==> config.mk <==
export PLATFORM = sky130hd
export DESIGN_NAME = piso_sched
export DESIGN_NICKNAME = d
export VERILOG_FILES = /design/src/rtl/piso_sched.sv
export SDC_FILE = /design/constraint.sdc
export NUM_CORES = 1
export LEC_CHECK = 0
export CAP_MARGIN = 30
export CORE_AREA = 2 2 237 239
export CTS_CLUSTER_SIZE = 24
export DETAILED_ROUTE_END_ITERATION = 7
export DIE_AREA = 0 0 239 241
export GPL_ROUTABILITY_DRIVEN = 0
export SLEW_MARGIN = 20
export SYNTH_ARGS = -nofsm -noshare
export SYNTH_HDL_FRONTEND = slang
export SYNTH_SLANG_ARGS = --single-unit
==> constraint.sdc <==
create_clock -name clk -period 4.9 [get_ports clk]
set_input_delay 1.225 -clock clk [delete_from_list [all_inputs] [get_ports clk]]
set_output_delay 1.225 -clock clk [all_outputs]
set_load 0.02 [all_outputs]
==> src/rtl/piso_sched.sv <==
// rtl/piso_sched.sv - load scheduler and serial beat tracker for the PE-array PISO unloader
// One-entry hold buffer feeds PISO load pulses spaced PE_NUM apart; a delay line regenerates beat valid/index.
module piso_sched #(
    parameter int PE_NUM     = 8,
    parameter int DATA_WIDTH = 16,
    parameter int SRL_LAT    = 2,
    parameter int FCNT_W     = 16,
    localparam int EW        = 2 * DATA_WIDTH,
    localparam int VW        = PE_NUM * EW,
    localparam int IDX_W     = (PE_NUM > 1) ? $clog2(PE_NUM) : 1
) (
    input  logic              clk,
    input  logic              rst_n,
    input  logic              in_valid,
    output logic              in_ready,
    input  logic [VW-1:0]     in_data,
    output logic              piso_load,
    output logic              piso_p_in_v,
    output logic [VW-1:0]     piso_p_in,
    input  logic [EW-1:0]     piso_s_out,
    output logic              out_valid,
    output logic [EW-1:0]     out_data,
    output logic [IDX_W-1:0]  out_idx,
    output logic              out_last,
    output logic              busy,
    output logic [FCNT_W-1:0] frame_cnt
);

    localparam logic [IDX_W-1:0] LAST_IDX = IDX_W'(PE_NUM - 1);

    typedef enum logic {IDLE, SHIFT} state_t;

    state_t             state;
    logic [IDX_W-1:0]   cnt;
    logic [VW-1:0]      hold_q;
    logic               hold_v;
    logic [SRL_LAT-1:0] load_dly;
    logic               beat_run;
    logic [IDX_W-1:0]   beat_cnt;
    logic [FCNT_W-1:0]  frame_cnt_q;
    logic               issue;
    logic               accept;
    logic               beat_start;

    // A new frame may only load once the previous one has fully shifted out.
    assign issue    = hold_v & ((state == IDLE) | ((state == SHIFT) & (cnt == LAST_IDX)));
    assign in_ready = !hold_v | issue;
    assign accept   = in_valid & in_ready;

    assign piso_load   = issue;
    assign piso_p_in_v = issue;
    assign piso_p_in   = hold_q;

    always_ff @(posedge clk or negedge rst_n) begin
        if (!rst_n) begin
            hold_q <= '0;
            hold_v <= 1'b0;
        end else begin
            if (accept) begin
                hold_q <= in_data;
            end
            if (accept) begin
                hold_v <= 1'b1;
            end else if (issue) begin
                hold_v <= 1'b0;
            end
        end
    end

    always_ff @(posedge clk or negedge rst_n) begin
        if (!rst_n) begin
            state <= IDLE;
            cnt   <= '0;
        end else begin
            case (state)
                IDLE: begin
                    if (issue) begin
                        state <= SHIFT;
                        cnt   <= '0;
                    end
                end
                SHIFT: begin
                    if (issue) begin
                        cnt <= '0;
                    end else if (cnt == LAST_IDX) begin
                        state <= IDLE;
                        cnt   <= '0;
                    end else begin
                        cnt <= cnt + IDX_W'(1);
                    end
                end
                default: begin
                    state <= IDLE;
                    cnt   <= '0;
                end
            endcase
        end
    end

    generate
        if (SRL_LAT == 1) begin : g_dly1
            always_ff @(posedge clk or negedge rst_n) begin
                if (!rst_n) begin
                    load_dly <= '0;
                end else begin
                    load_dly <= piso_load;
                end
            end
        end else begin : g_dlyn
            always_ff @(posedge clk or negedge rst_n) begin
                if (!rst_n) begin
                    load_dly <= '0;
                end else begin
                    load_dly <= {load_dly[SRL_LAT-2:0], piso_load};
                end
            end
        end
    endgenerate

    // The delayed pulse coincides with element 0, so beat 0 is produced combinationally.
    assign beat_start = load_dly[SRL_LAT-1];
    assign out_valid  = beat_start | beat_run;
    assign out_idx    = beat_start ? '0 : beat_cnt;
    assign out_last   = out_valid & (out_idx == LAST_IDX);
    assign out_data   = piso_s_out;

    always_ff @(posedge clk or negedge rst_n) begin
        if (!rst_n) begin
            beat_run <= 1'b0;
            beat_cnt <= '0;
        end else if (beat_start) begin
            beat_run <= (LAST_IDX != '0);
            beat_cnt <= IDX_W'(1);
        end else if (beat_run) begin
            if (beat_cnt == LAST_IDX) begin
                beat_run <= 1'b0;
                beat_cnt <= '0;
            end else begin
                beat_cnt <= beat_cnt + IDX_W'(1);
            end
        end
    end

    always_ff @(posedge clk or negedge rst_n) begin
        if (!rst_n) begin
            frame_cnt_q <= '0;
        end else if (out_valid & out_last) begin
            frame_cnt_q <= frame_cnt_q + FCNT_W'(1);
        end
    end

    assign frame_cnt = frame_cnt_q;
    assign busy      = hold_v | (state == SHIFT) | (|load_dly) | out_valid;

endmodule
Word-level counts from Yosys, hierarchy flattened
Cells that the tools add are included.

storage, ports and cells
  register bits after elaboration = 283
  input port bits = 291
  output and inout bits = 313
  word-level logic and storage cells = 48

operators by class
  add/subtract/negate cells = 3
  equality and inequality tests = 4
  muxes and demuxes = 17
  bitwise logic cells = 12
  reduce and logical (&&, ||, !) cells = 4

operators with widths
  kind                     number
  $mux W3                  7
  $add A16 B1 Y16 const B  1
  $eq A3 B3 Y1 const B     3
  $mux W1                  8
  $add A3 B1 Y3 const B    2
  $or A1 B1 Y1             6
  $pmux W3 S2              1
  $and A1 B1 Y1            5
  $reduce_bool A2 Y1       2
  $ne A2 B2 Y1 const B     1
  $pmux W1 S2              1
  $reduce_or A2 Y1         1
  $logic_not A1 Y1         1
  $not A1 Y1               1

Logic depth before layout (Yosys ltp)
  word-level depth = 7
  gate-level depth with buffers = 8
  depth with buffers taken out = 6

Worst setup path before layout
OpenSTA, ideal clock, no wires.

  kind = register to output
  start = register beat_run
  end = output busy
  arrival = 1.417 ns
  required time = 3.675 ns
  slack = 2.258 ns
  cell stages (with the launch flop) = 4
  path buffers = 1
  path through = dfrtp_1 -> clkbuf_1 -> or2_2 -> or4_1

on the way
  word-level cells in the longest chain between the ends = 2

RTL lines
  what                    line  text
  start, declared         38    logic beat_run;
  start signal, assigned  132   beat_run <= (LAST_IDX != '0);
  $or A1 B1 Y1            122   assign out_valid = beat_start | beat_run;
  named net out_valid     21    output logic out_valid,
  $or A1 B1 Y1            153   assign busy = hold_v | (state == SHIFT) | (|load_dly) | out_valid;
  end, declared           25    output logic busy,

The timed path passes the listed nets, and every way through them passes these cells.

Worst setup path in the final report
  start = register beat_run
  end = output busy

on the way
  word-level cells in the longest chain between the ends = 2

RTL lines
  what          line
  $or A1 B1 Y1  122
  $or A1 B1 Y1  153

Every way passes these cells.

==> impl_metrics.csv <==
group,metric,value,unit
pwr,power-per-cell-area,695,nW/um2
sta,fin_skew,0.00970,ns
yosys,synth_simple_gate_area_share,2.68,%
cells_and_area,synthToLayoutAreaGrowth,62.2,%
yosys,syn-cell-area,11200,um2
yosys,synth-edff-count,0,
pwr,p_leak,0.00751,uW
cells_and_area,register_area,7080,um2
floorplanning,fp.dieH,241,um
worst_setup_path,start_kind,"flop",
clock_tree,cts.sinks,283,
sta,worst_pin_slew,0.891,ns
worst_setup_path,crit_start,"beat_run",
yosys,synth_compound_area_share,0.357,%
worst_setup_path,criticalPathCategory,"flop to output port",
cells_and_area,fin_area,18200,um2
worst_setup_path,end_kind,"output port",
clock_tree,cts_root_buffer,"clkbuf_16",
yosys,synth_top_area_share,63.1,%
worst_setup_path,cp.required,3.67,ns
place,dp_slack,1.52,ns
run,drv_cap,0,
min_path,min_path_type,"flop to flop",
detailed_routing,routed-wl-met2,16300,um
detailed_routing,routed_via_density,3.89,
min_path,min-delay-start,"load_dly[0]",
detailed_routing,drt-total-wl,31500,um
cells_and_area,fin_nets,1503,
yosys,synth_xor_area_share,1.17,%
sta,hold_violations,0,
clock_tree,cts_buffer_depth,3,
floorplanning,core_area,54900,um2
sta,setup_tns,0,ns
floorplanning,die_w,239,um
detailed_routing,wl_met1,12000,um
place,place_area,17100,um2
yosys,synth_ff_type,"dfrtp_1",
sta,worst_slack,1.33,ns
yosys,synth.distinct_cells,38,
detailed_routing,wl_met3,2300,um
sta,fin_crit_sh,72.9,%
place,hpwl,23800,um
detailed_routing,drc,0,
sta,setup_viol,0,
cells_and_area,drive_above_1_share,26.7,%
clock_tree,cts_made_buffers,31,
yosys,synthTopCellsByCount,"dfrtp_1, mux2_2, buf_4",
grt,grt_pass1_vias,8122,
floorplanning,initial_core_util,20.4,%
status,outcome,"complete, no violations",
clock_tree,cts_tree,"yes",
sta,hold_ws,0.372,ns
yosys,synthCells,685,
yosys,ys_seq_elements,283,
yosys,synthMuxAreaShare,26.5,%
clock_tree,clk_latency,0.56,ns
yosys,synth.avg_cell_area,16.4,um2
floorplanning,num_rows,86,
worst_setup_path,cp_max_fo,8,
clock_tree,hold_buffers,0,
yosys,synth_top_family_by_area,"multiplexers",
grt,grt_antenna_before_repair,1,
cells_and_area,fillers,5414,
pwr,vdd_drop_max,370,uV
sta,drv_slew,0,
yosys,synth_fa_ha_area_share,0.558,%
yosys,synth_fp_nets,981,
place,numPortBuffers,539,
detailed_routing,vias,7533,
floorplanning,die-area,57600,um2
grt,grt_max_degree,101,
grt,grt_overflow,0,
clock_tree,post_cts_buffers,0,
clock_tree,clk_pin_slew,0.06,ns
worst_setup_path,worstPathArrival,2.35,ns
clock_tree,htree_levels,1,
detailed_routing,drtAntennaViolNets,0,
yosys,yosysWarnings,0,
clock_tree,ctsResizeCount,0,
cells_and_area,multi_input_area,3520,um2
cells_and_area,antenna_cells,0,
sta,fmax,0.280,GHz
detailed_routing,drt_first_iter_violations,190,
sta,period_needed,3.57,ns
yosys,seq_area_frac_synth,63.1,%
yosys,synthTopCellsByArea,"dfrtp_1, mux2_2, buf_4",
yosys,yosysMostFrequentCell,"dfrtp_1",
sta,rsz0062_at_grt,"no",
detailed_routing,drtPass1Iterations,4,
detailed_routing,post_drt_wl_per_cell,16.3,um
grt,grt_pass1_wl,46900,um
yosys,async_flop_share,100,%
detailed_routing,top_layer_used,"met4",
sta,relSlewSlack,40.6,%
yosys,yosys.area.top_type,"dfrtp_1",
floorplanning,pin_count,604,
worst_setup_path,r2r_start,"cnt[0]",
grt,grt_util_all_layers,10.3,%
## cell families after synthesis
| family | Yosys count |
|---|---|
| buffers and inverters | 66 |
| flip-flops | 283 |
| adder cells (fa/ha/maj) | 5 |
| multiplexers | 259 |
| XOR/XNOR | 15 |
| AO/OA/AOI/OAI | 6 |
| AND/OR/NAND/NOR | 51 |
## through the flow
| step | power, uW | cells | utilization, % |
|---|---|---|---|
| 3_3_place_gp | 10100 | 1878 | 31.1 |
| 2_1_floorplan | 7210 | 685 | - |
| 4_1_cts | 12900 | 1935 | 33.2 |
| 3_5_place_dp | 10200 | 1878 | 31.1 |
| 6_report | 12600 | 1935 | 33.2 |
| 5_1_grt | 13300 | 1935 | 33.2 |
## path summary, 6_finish.rpt
| kind | slack [ns] | cells after the start | end |
|---|---|---|---|
| max | 1.33 | 3 | busy |
| min | 0.37 | 0 | load_dly[1] |
| max reg2reg | 2.11 | 7 | piso_p_in[140] |
| min reg2reg | 0.37 | 0 | load_dly[1] |
| max in group asynchronous | 3.31 | 2 | load_dly[0] |
| min in group asynchronous | 0.68 | 1 | piso_p_in[77] |
## worst max-delay path, stage by stage, from the launching register on
cell	delay [ns]
dfrtp_1	0.48
or2_2	0.35
or4_1	0.39
clkdlybuf4s50_1	0.57
## layer usage
layer | up-vias | global-route usage, %
met5 | - | 0
met4 | 0 | 3.81
met3 | 59 | 2.57
met2 | 307 | 18.5
met1 | 3762 | 11.7
li1 | 3405 | -
## cells in the final DEF (no fill, tap or decap), types with 2 or more instances in the layout
cell / n
dfrtp_1: 283
buf_4: 8
mux2i_1: 3
xor2_1: 5
and4_1: 2
clkbuf_16: 31
and2_1: 2
buf_12: 5
clkdlybuf4s50_1: 538
nand2b_1: 3
ha_1: 5
mux2_1: 2
nor2b_1: 3
nand2_2: 2
clkinvlp_4: 3
nand3_1: 7
bufinv_16: 8
nor3_1: 2
nor2_1: 4
mux2_4: 16
nand4_1: 7
o21ai_0: 2
mux2_2: 238
inv_1: 3
clkinv_2: 9
clkbuf_8: 3
nor4_1: 2
xnor2_1: 10
nand2_1: 9
## report_power, final
group	internal, uW	switching [uW]
sequential	3490	642
clock	1620	961
combinational	3230	2700
## area by class of cell
cell class | count | area share, %
sequential | 283 | 38.9
clock buffer | 35 | 4.51
timing repair buffer | 552 | 30.6
tap | 704 | 4.84
multi-input combinational | 336 | 19.3
inverter | 3 | 0.0619
clock inverter | 22 | 1.79
## sequential cells by signal, summed over array words and instances (netlist names)
| name | flops |
|---|---|
| beat_cnt | 3 |
| beat_run | 1 |
| cnt | 3 |
| frame_cnt | 16 |
| hold_v | 1 |
| load_dly | 2 |
| piso_p_in | 256 |
| state | 1 |
(Power assumes the default switching activity.)
